## src/rtl/dmem_arbiter.sv

```systemverilog
// dmem_arbiter: shares the single-port data memory between the CPU memory stage
// and a debug/DMA port. The CPU has fixed priority. A starvation guard forces a debug
// grant after STARVE_MAX consecutive denied debug cycles. Read ownership is tracked so
// that each synchronous read return goes to the port that issued it.
// Optional build macro: DMEM_ARB_STATS_EN adds the conflict_cnt statistics port.
//
// Read-return owner FSM:
//   state    | meaning
//   OWN_NONE | no read issued last cycle, no rvalid this cycle
//   OWN_CPU  | CPU read issued last cycle, mem_rdata belongs to CPU
//   OWN_DBG  | debug read issued last cycle, mem_rdata belongs to debug port
module dmem_arbiter #(
  parameter int ADDR_W     = 16,
  parameter int DATA_W     = 16,
  parameter int STARVE_MAX = 4
) (
  input  logic              clk,
  input  logic              reset,
  input  logic              cpu_req,
  input  logic              cpu_we,
  input  logic [ADDR_W-1:0] cpu_addr,
  input  logic [DATA_W-1:0] cpu_wdata,
  output logic              cpu_gnt,
  output logic              cpu_rvalid,
  output logic [DATA_W-1:0] cpu_rdata,
  input  logic              dbg_req,
  input  logic              dbg_we,
  input  logic [ADDR_W-1:0] dbg_addr,
  input  logic [DATA_W-1:0] dbg_wdata,
  output logic              dbg_gnt,
  output logic              dbg_rvalid,
  output logic [DATA_W-1:0] dbg_rdata,
  output logic              mem_en,
  output logic              mem_we,
  output logic [ADDR_W-1:0] mem_addr,
  output logic [DATA_W-1:0] mem_wdata,
  input  logic [DATA_W-1:0] mem_rdata
`ifdef DMEM_ARB_STATS_EN
  ,
  output logic [15:0]       conflict_cnt
`endif
);

  localparam int SW = $clog2(STARVE_MAX + 1);

  typedef enum logic [1:0] {OWN_NONE, OWN_CPU, OWN_DBG} owner_t;

  logic [SW-1:0] starve_cnt;
  logic          starved;
  owner_t        rd_owner;
  owner_t        rd_owner_next;

  // Same-cycle grant: CPU wins a conflict unless debug has been starved long enough.
  always_comb begin
    starved = (starve_cnt == SW'(STARVE_MAX));
    dbg_gnt = dbg_req & (~cpu_req | starved);
    cpu_gnt = cpu_req & ~dbg_gnt;
  end

  // Steer the granted port onto the memory interface; idle outputs held at zero.
  always_comb begin
    mem_en    = cpu_gnt | dbg_gnt;
    mem_we    = 1'b0;
    mem_addr  = '0;
    mem_wdata = '0;
    if (dbg_gnt) begin
      mem_we    = dbg_we;
      mem_addr  = dbg_addr;
      mem_wdata = dbg_wdata;
    end else if (cpu_gnt) begin
      mem_we    = cpu_we;
      mem_addr  = cpu_addr;
      mem_wdata = cpu_wdata;
    end
  end

  // Count consecutive denied debug cycles, saturating at the force threshold.
  always_ff @(posedge clk or posedge reset) begin
    if (reset) begin
      starve_cnt <= '0;
    end else if (dbg_req & ~dbg_gnt) begin
      if (!starved) starve_cnt <= starve_cnt + SW'(1);
    end else begin
      starve_cnt <= '0;
    end
  end

  // Read owner state register; reset drops any pending return.
  always_ff @(posedge clk or posedge reset) begin
    if (reset) rd_owner <= OWN_NONE;
    else       rd_owner <= rd_owner_next;
  end

  // Next owner is whoever was granted a read this cycle.
  always_comb begin
    rd_owner_next = OWN_NONE;
    if (cpu_gnt & ~cpu_we)      rd_owner_next = OWN_CPU;
    else if (dbg_gnt & ~dbg_we) rd_owner_next = OWN_DBG;
  end

  // Decode read-valid strobes from the owner state; data is shared from memory.
  always_comb begin
    cpu_rvalid = (rd_owner == OWN_CPU);
    dbg_rvalid = (rd_owner == OWN_DBG);
    cpu_rdata  = mem_rdata;
    dbg_rdata  = mem_rdata;
  end

`ifdef DMEM_ARB_STATS_EN
  // Count cycles where both ports request, saturating at all-ones.
  always_ff @(posedge clk or posedge reset) begin
    if (reset) begin
      conflict_cnt <= '0;
    end else if (cpu_req & dbg_req & (conflict_cnt != 16'hFFFF)) begin
      conflict_cnt <= conflict_cnt + 16'd1;
    end
  end
`endif

endmodule

```

## config.mk

```make
export PLATFORM = sky130hd
export DESIGN_NAME = dmem_arbiter
export DESIGN_NICKNAME = d
export VERILOG_FILES = /design/src/rtl/dmem_arbiter.sv
export SDC_FILE = /design/constraint.sdc
export NUM_CORES = 1
export LEC_CHECK = 0
export BUFFER_PORTS_ARGS = -buffer_cell sky130_fd_sc_hd__buf_2
export CAP_MARGIN = 20
export CORE_ASPECT_RATIO = 0.9
export CORE_MARGIN = 10
export CORE_UTILIZATION = 30
export CTS_CLUSTER_DIAMETER = 150
export CTS_CLUSTER_SIZE = 12
export DETAILED_ROUTE_END_ITERATION = 6
export GPL_TIMING_DRIVEN = 0
export PLACE_DENSITY = 0.81
export SLEW_MARGIN = 20
export SYNTH_ARGS = -nofsm -noshare
export SYNTH_HDL_FRONTEND = slang
export SYNTH_SLANG_ARGS = --single-unit
```

## constraint.sdc

```tcl
create_clock -name clk -period 2.2 [get_ports clk]
set_clock_uncertainty 0.2 [all_clocks]
set_input_delay 0.55 -clock clk [delete_from_list [all_inputs] [get_ports clk]]
set_output_delay 0.55 -clock clk [all_outputs]
set_load 0.02 [all_outputs]
```

Yosys cells after proc, flatten, opt, wreduce, memory -nomap -nowiden:

Index checks and enable logic that the tools add are counted.

* word-level logic and storage cells: 28
* input bits: 86
* register bits: 5

* bitwise logic cells: 11
* multiplexer cells: 10
* add/subtract/negate cells: 1
* equal/unequal tests: 4

Operators with widths (count)
* $mux W16: 4
* $mux W3: 2
* $and A1 B1 Y1: 5
* $mux W2: 2
* $not A1 Y1: 4
* $add A3 B1 Y3 const B: 1
* $eq A3 B3 Y1 const B: 1
* $eq A2 B1 Y1 const B: 1
* $eq A2 B2 Y1 const B: 1
* $mux W1: 2
* $ne A2 B2 Y1 const B: 1
* $or A1 B1 Y1: 2

Longest topological paths before layout:

* depth after elaboration: 7
* depth in mapped cells: 6

Worst setup path before layout:

Ideal clock, no wire load.

* path type: register to output
* start point: register starve_cnt[0]
* end point: output mem_addr[0]
* slack: 58 ps
* arrival time: 1392 ps
* cell stages (with the launch flop): 7
* path through: dfrtp_1 -> inv_1 -> ha_1 -> and3_1 -> buf_4 -> buf_6 -> o22ai_1

* longest elaborated chain between the ends: 7

RTL lines
* start, declared: RTL line 48 `logic [SW-1:0] starve_cnt;`
* start signal, assigned: RTL line 82 `if (!starved) starve_cnt <= starve_cnt + SW'(1);`
* $eq A3 B3 Y1 (*): RTL line 55 `starved = (starve_cnt == SW'(STARVE_MAX));`
* $or A1 B1 Y1 (*): RTL line 56 `dbg_gnt = dbg_req & (~cpu_req | starved);`
* $and A1 B1 Y1 (*): RTL line 56
* $not A1 Y1: RTL line 57 `cpu_gnt = cpu_req & ~dbg_gnt;`
* $and A1 B1 Y1: RTL line 57
* $mux W16: RTL line 70 `end else if (cpu_gnt) begin`
* $mux W16 (*): RTL line 66 `if (dbg_gnt) begin`
* end, declared: RTL line 35 `output logic [ADDR_W-1:0] mem_addr,`

Every way passes the cells marked *; elsewhere a longest branch is shown, timed or not.

Worst setup path after layout:

* start point: register starve_cnt[0]
* end point: output mem_wdata[3]

* longest elaborated chain between the ends: 7

RTL lines
* $eq A3 B3 Y1 (*): RTL line 55
* $or A1 B1 Y1 (*): RTL line 56
* $and A1 B1 Y1 (*): RTL line 56
* $not A1 Y1: RTL line 57
* $and A1 B1 Y1: RTL line 57
* $mux W16: RTL line 70
* $mux W16 (*): RTL line 66
* end, declared: RTL line 36 `output logic [DATA_W-1:0] mem_wdata,`

Marks and branches as above.

==> impl_summary.txt <==
----------------------------------------------------
[Status]
  Outcome ... complete, but fails checks
  Violations in the final reports ... negative setup slack

[Power]
  Comb power frac ... 66.1%
  Final Total Pwr ... 781.4 uW
  Switch Pwr ... 307.5 uW
  Register share of total power ... 12.5%
  Clock network fraction of total power ... 21.4%
  Leakage ... 0.001308 uW
  Switching power share of the total ... 39.35%
  Peak supply drop ... 0.1845 mV
  Internal Dissipation ... 473.9 uW
  Cell Pwr Density ... 325.9 nW/um^2

[Routing]
  Number of routed nets with antenna violations ... 0
  Average wire per cell in the routed design ... 16.28 um
  Via density per instance ... 4.621
  Count of unresolved DRC violations after routing ... 0
  Iteration-0 DRC Markers ... 31
  Final routed wirelength across all metal layers ... 6009 um
  Detailed Routing Iterations Pass 1 ... 4
  Via count of the routed design ... 1705

[Setup path]
  Critical path buffer and inverter count ... 4
  Kind of cell adding the most delay to the critical path ... buffers and inverters
  Critical path class ... flop to output port
  Required time of the critical path ... 1450 ps
  Capturing point of the worst reg2reg path ... starve_cnt[2]
  Highest-delay cell along the critical path ... dfrtp_1
  Biggest cell delay along the critical path ... 350 ps
  Crit Path Max Fanout ... 7
  Critical path arrival ... 1540 ps
  Critical R2R Launch ... starve_cnt[0]
  FF-to-FF path depth ... 5
  Critical path endpoint category ... output port
  Cell breakdown of the critical path ... inv_2 -> ha_4 -> and3_4 -> buf_12 -> buf_8 -> o22ai_1 -> buf_4
  Critical path launch point type ... flop
  Worst reg2reg setup slack ... 580 ps

[Finish]
  Final non-filler cell total ... 369
  Layout net count ... 414
  Fraction of layout cells with a size suffix above 1 ... 71.08%
  ANT cells ... 0
  Area of all placed cells without fillers ... 2397 um^2
  Area Overhead vs Synth ... 124.9%

[Timing]
  Final critical-path required period ... 2295 ps
  Hold violation count in the final report ... 0
  Worst max-slew margin expressed relative to the limit ... 83.53%
  RSZ-0062 raised after global routing ... true
  Transition time of the tightest slew-check pin ... 246.4 ps
  Max Transition Viols Final ... 0
  Total of endpoints with negative setup slack in the final report ... 33
  Worst-case setup margin in the final layout ... -94.61 ps
  Final cycle utilization of the critical path ... 104.3%
  Timing-limited maximum frequency ... 435.8 MHz
  Hold WS ... 20.07 ps

[CTS]
  Clk pin slew, worst setup/hold paths ... 30 ps
  H-tree depth reported by CTS ... 1
  Hold_buf cts ... 0
  Clock Root Buffer ... clkbuf_8
  Number of buffers created by CTS ... 3
  Insertion delay of the later-clocked pin in the worst-skew pair ... 220 ps
  Number of sinks on the clock net ... 5
  Clock Tree Buf Depth ... 2
  CTS tree ... done

[Logic synthesis]
  Unique masters post-synth ... 17
  Part of the Yosys area used for sequential elements ... 11.74%
  Synth top area cells ... buf_4 (25%), nand2_1 (24%), o22ai_1 (19%)
  Library cell occupying the most area in the post-synthesis netlist ... buf_4
  Total of warnings raised by yosys ... 0
  Post-Syn Area per Cell ... 6.198 um^2
  Post-Syn Area ... 1066 um^2
  Post-synthesis register bit count ... 5
  Post-synth net total ... 260
  Area fraction of the dominant cell type after synthesis ... 25.35%
  Mapped Cells ... 172

[Die]
  I/O pins ... 156
  Die height ... 76.55 um
  Die ar. ... 6341 um^2
  Starting density of the core ... 31.32%
  Area of the placeable core ... 3403 um^2
  Cell row count ... 20
  Die extent in x ... 82.84 um

[Global routing]
  Vias in the first global route ... 1799
  Global-route wire length before repair ... 8590 um
  Pin count of the biggest net entering global routing ... 11
  GRT Overall Usage ... 15.68%
  Number of antenna violations at the first check in global routing ... 0
  Aggregate global routing overflow ... 0

[Flow run]
  Max cap viols ... 0

[Place]
  Post-placement cell count ... 355
  Detailed placement HPWL ... 4439 um
  Port-buffer cells ... 139
  Post-Place Setup Slack ... -77.85 ps
  Weighted congestion at the end of routability-driven global placement ... 0.7517
  Placed instance area ... 1817 um^2

[Hold path]
  Class of the tightest hold or removal check ... input pin to async pin

----------------------------------------------------
## cells in the mapped netlist, drive strengths merged
| library cell | count |
|---|---|
| a211oi | 2 |
| a21boi | 1 |
| a21oi | 1 |
| and3 | 1 |
| buf | 47 |
| dfrtp | 5 |
| ha | 2 |
| inv | 4 |
| nand2 | 67 |
| nand2b | 1 |
| nor2b | 4 |
| nor3b | 2 |
| o22ai | 33 |
| or2 | 1 |
| or3b | 1 |
## placed cells by master, fill, tap and decap left out
master	instances
a211oi_1	2
dfrtp_1	5
a21boi_4	1
ha_4	1
buf_8	3
o22ai_1	7
clkbuf_4	1
buf_12	1
nor2b_1	4
buf_2	117
and3_4	1
inv_1	2
o22ai_4	4
clkbuf_16	2
nand2b_1	1
buf_4	43
inv_2	2
ha_1	1
nor3b_1	2
buf_6	29
clkbuf_8	3
a21oi_1	1
o22ai_2	22
or3b_1	1
or2_2	1
nand2_1	67
clkbuf_1	1
## per-layer routing
layer | GRT usage, % | wire length (um) | vias to the layer above
met3 | 7.051 | 585 | 6
met4 | 5.102 | 55 | 0
li1 | - | - | 851
met1 | 15.34 | 1994 | 768
met2 | 28.63 | 3372 | 80
met5 | 0 | 0 | -
## logic make-up (layout without fill, tap and decap cells)
group / after synthesis / in the layout / synth area share, %
simple gates: 77 / 77 / 29.93
buf+inv: 51 / 204 / 33.69
compound gates: 37 / 37 / 22.30
flops: 5 / 5 / 11.74
fa+ha+maj: 2 / 2 / 2.347
## through the flow
stage               utilization [%]  setup TNS, ps
floorplan                         -              0
global placement              53.38          -2133
detailed placement            53.38          -1861
CTS                           58.53          -1870
global route                  70.44          -4860
finish                        70.44          -2333
## worst max path at each step
stage,from,endpoint,slack (ps),depth (start not counted)
5_1_grt,starve_cnt[0],mem_wdata[3],-170,6
2_1_floorplan,starve_cnt[0],mem_addr[0],60,6
3_5_place_dp,starve_cnt[0],mem_wdata[2],-80,6
6_report,starve_cnt[0],mem_wdata[3],-90,7
4_1_cts,starve_cnt[1],mem_wdata[5],-70,7
3_3_place_gp,starve_cnt[0],mem_wdata[2],-90,6
## flip-flops by register name (all words and copies together) (netlist names)
signal	flops
rd_owner	2
starve_cnt	3
## what timing repair did
| action | 4_1_cts | 5_1_grt |
|---|---|---|
| setup endpoints to repair | 35 | 35 |
| gates resized for setup | 22 | 81 |
| pin swaps | 2 | 3 |
| setup buffers | 4 | 2 |
| cloned | 2 | 2 |
## power by group through the flow
| stage | sequential [uW] | combinational (uW) | clock, uW |
|---|---|---|---|
| finish | 97.9 | 517 | 167 |
| global route | 98.3 | 551 | 179 |
| CTS | 97.6 | 430 | 170 |
| detailed placement | 99.0 | 405 | 0 |
| global placement | 98.8 | 400 | 0 |
| floorplan | 98.5 | 248 | 0 |
## final cells by class
class,instances,area [um^2]
multi-input cells,116,799.5
clock buffers,4,45.04
well taps,44,55.05
inverters,4,15.01
plain buffers,47,381.6
fillers,291,1006
repair buffers,149,975.9
flip-flops and latches,5,125.1
(Power assumes the default switching activity.)
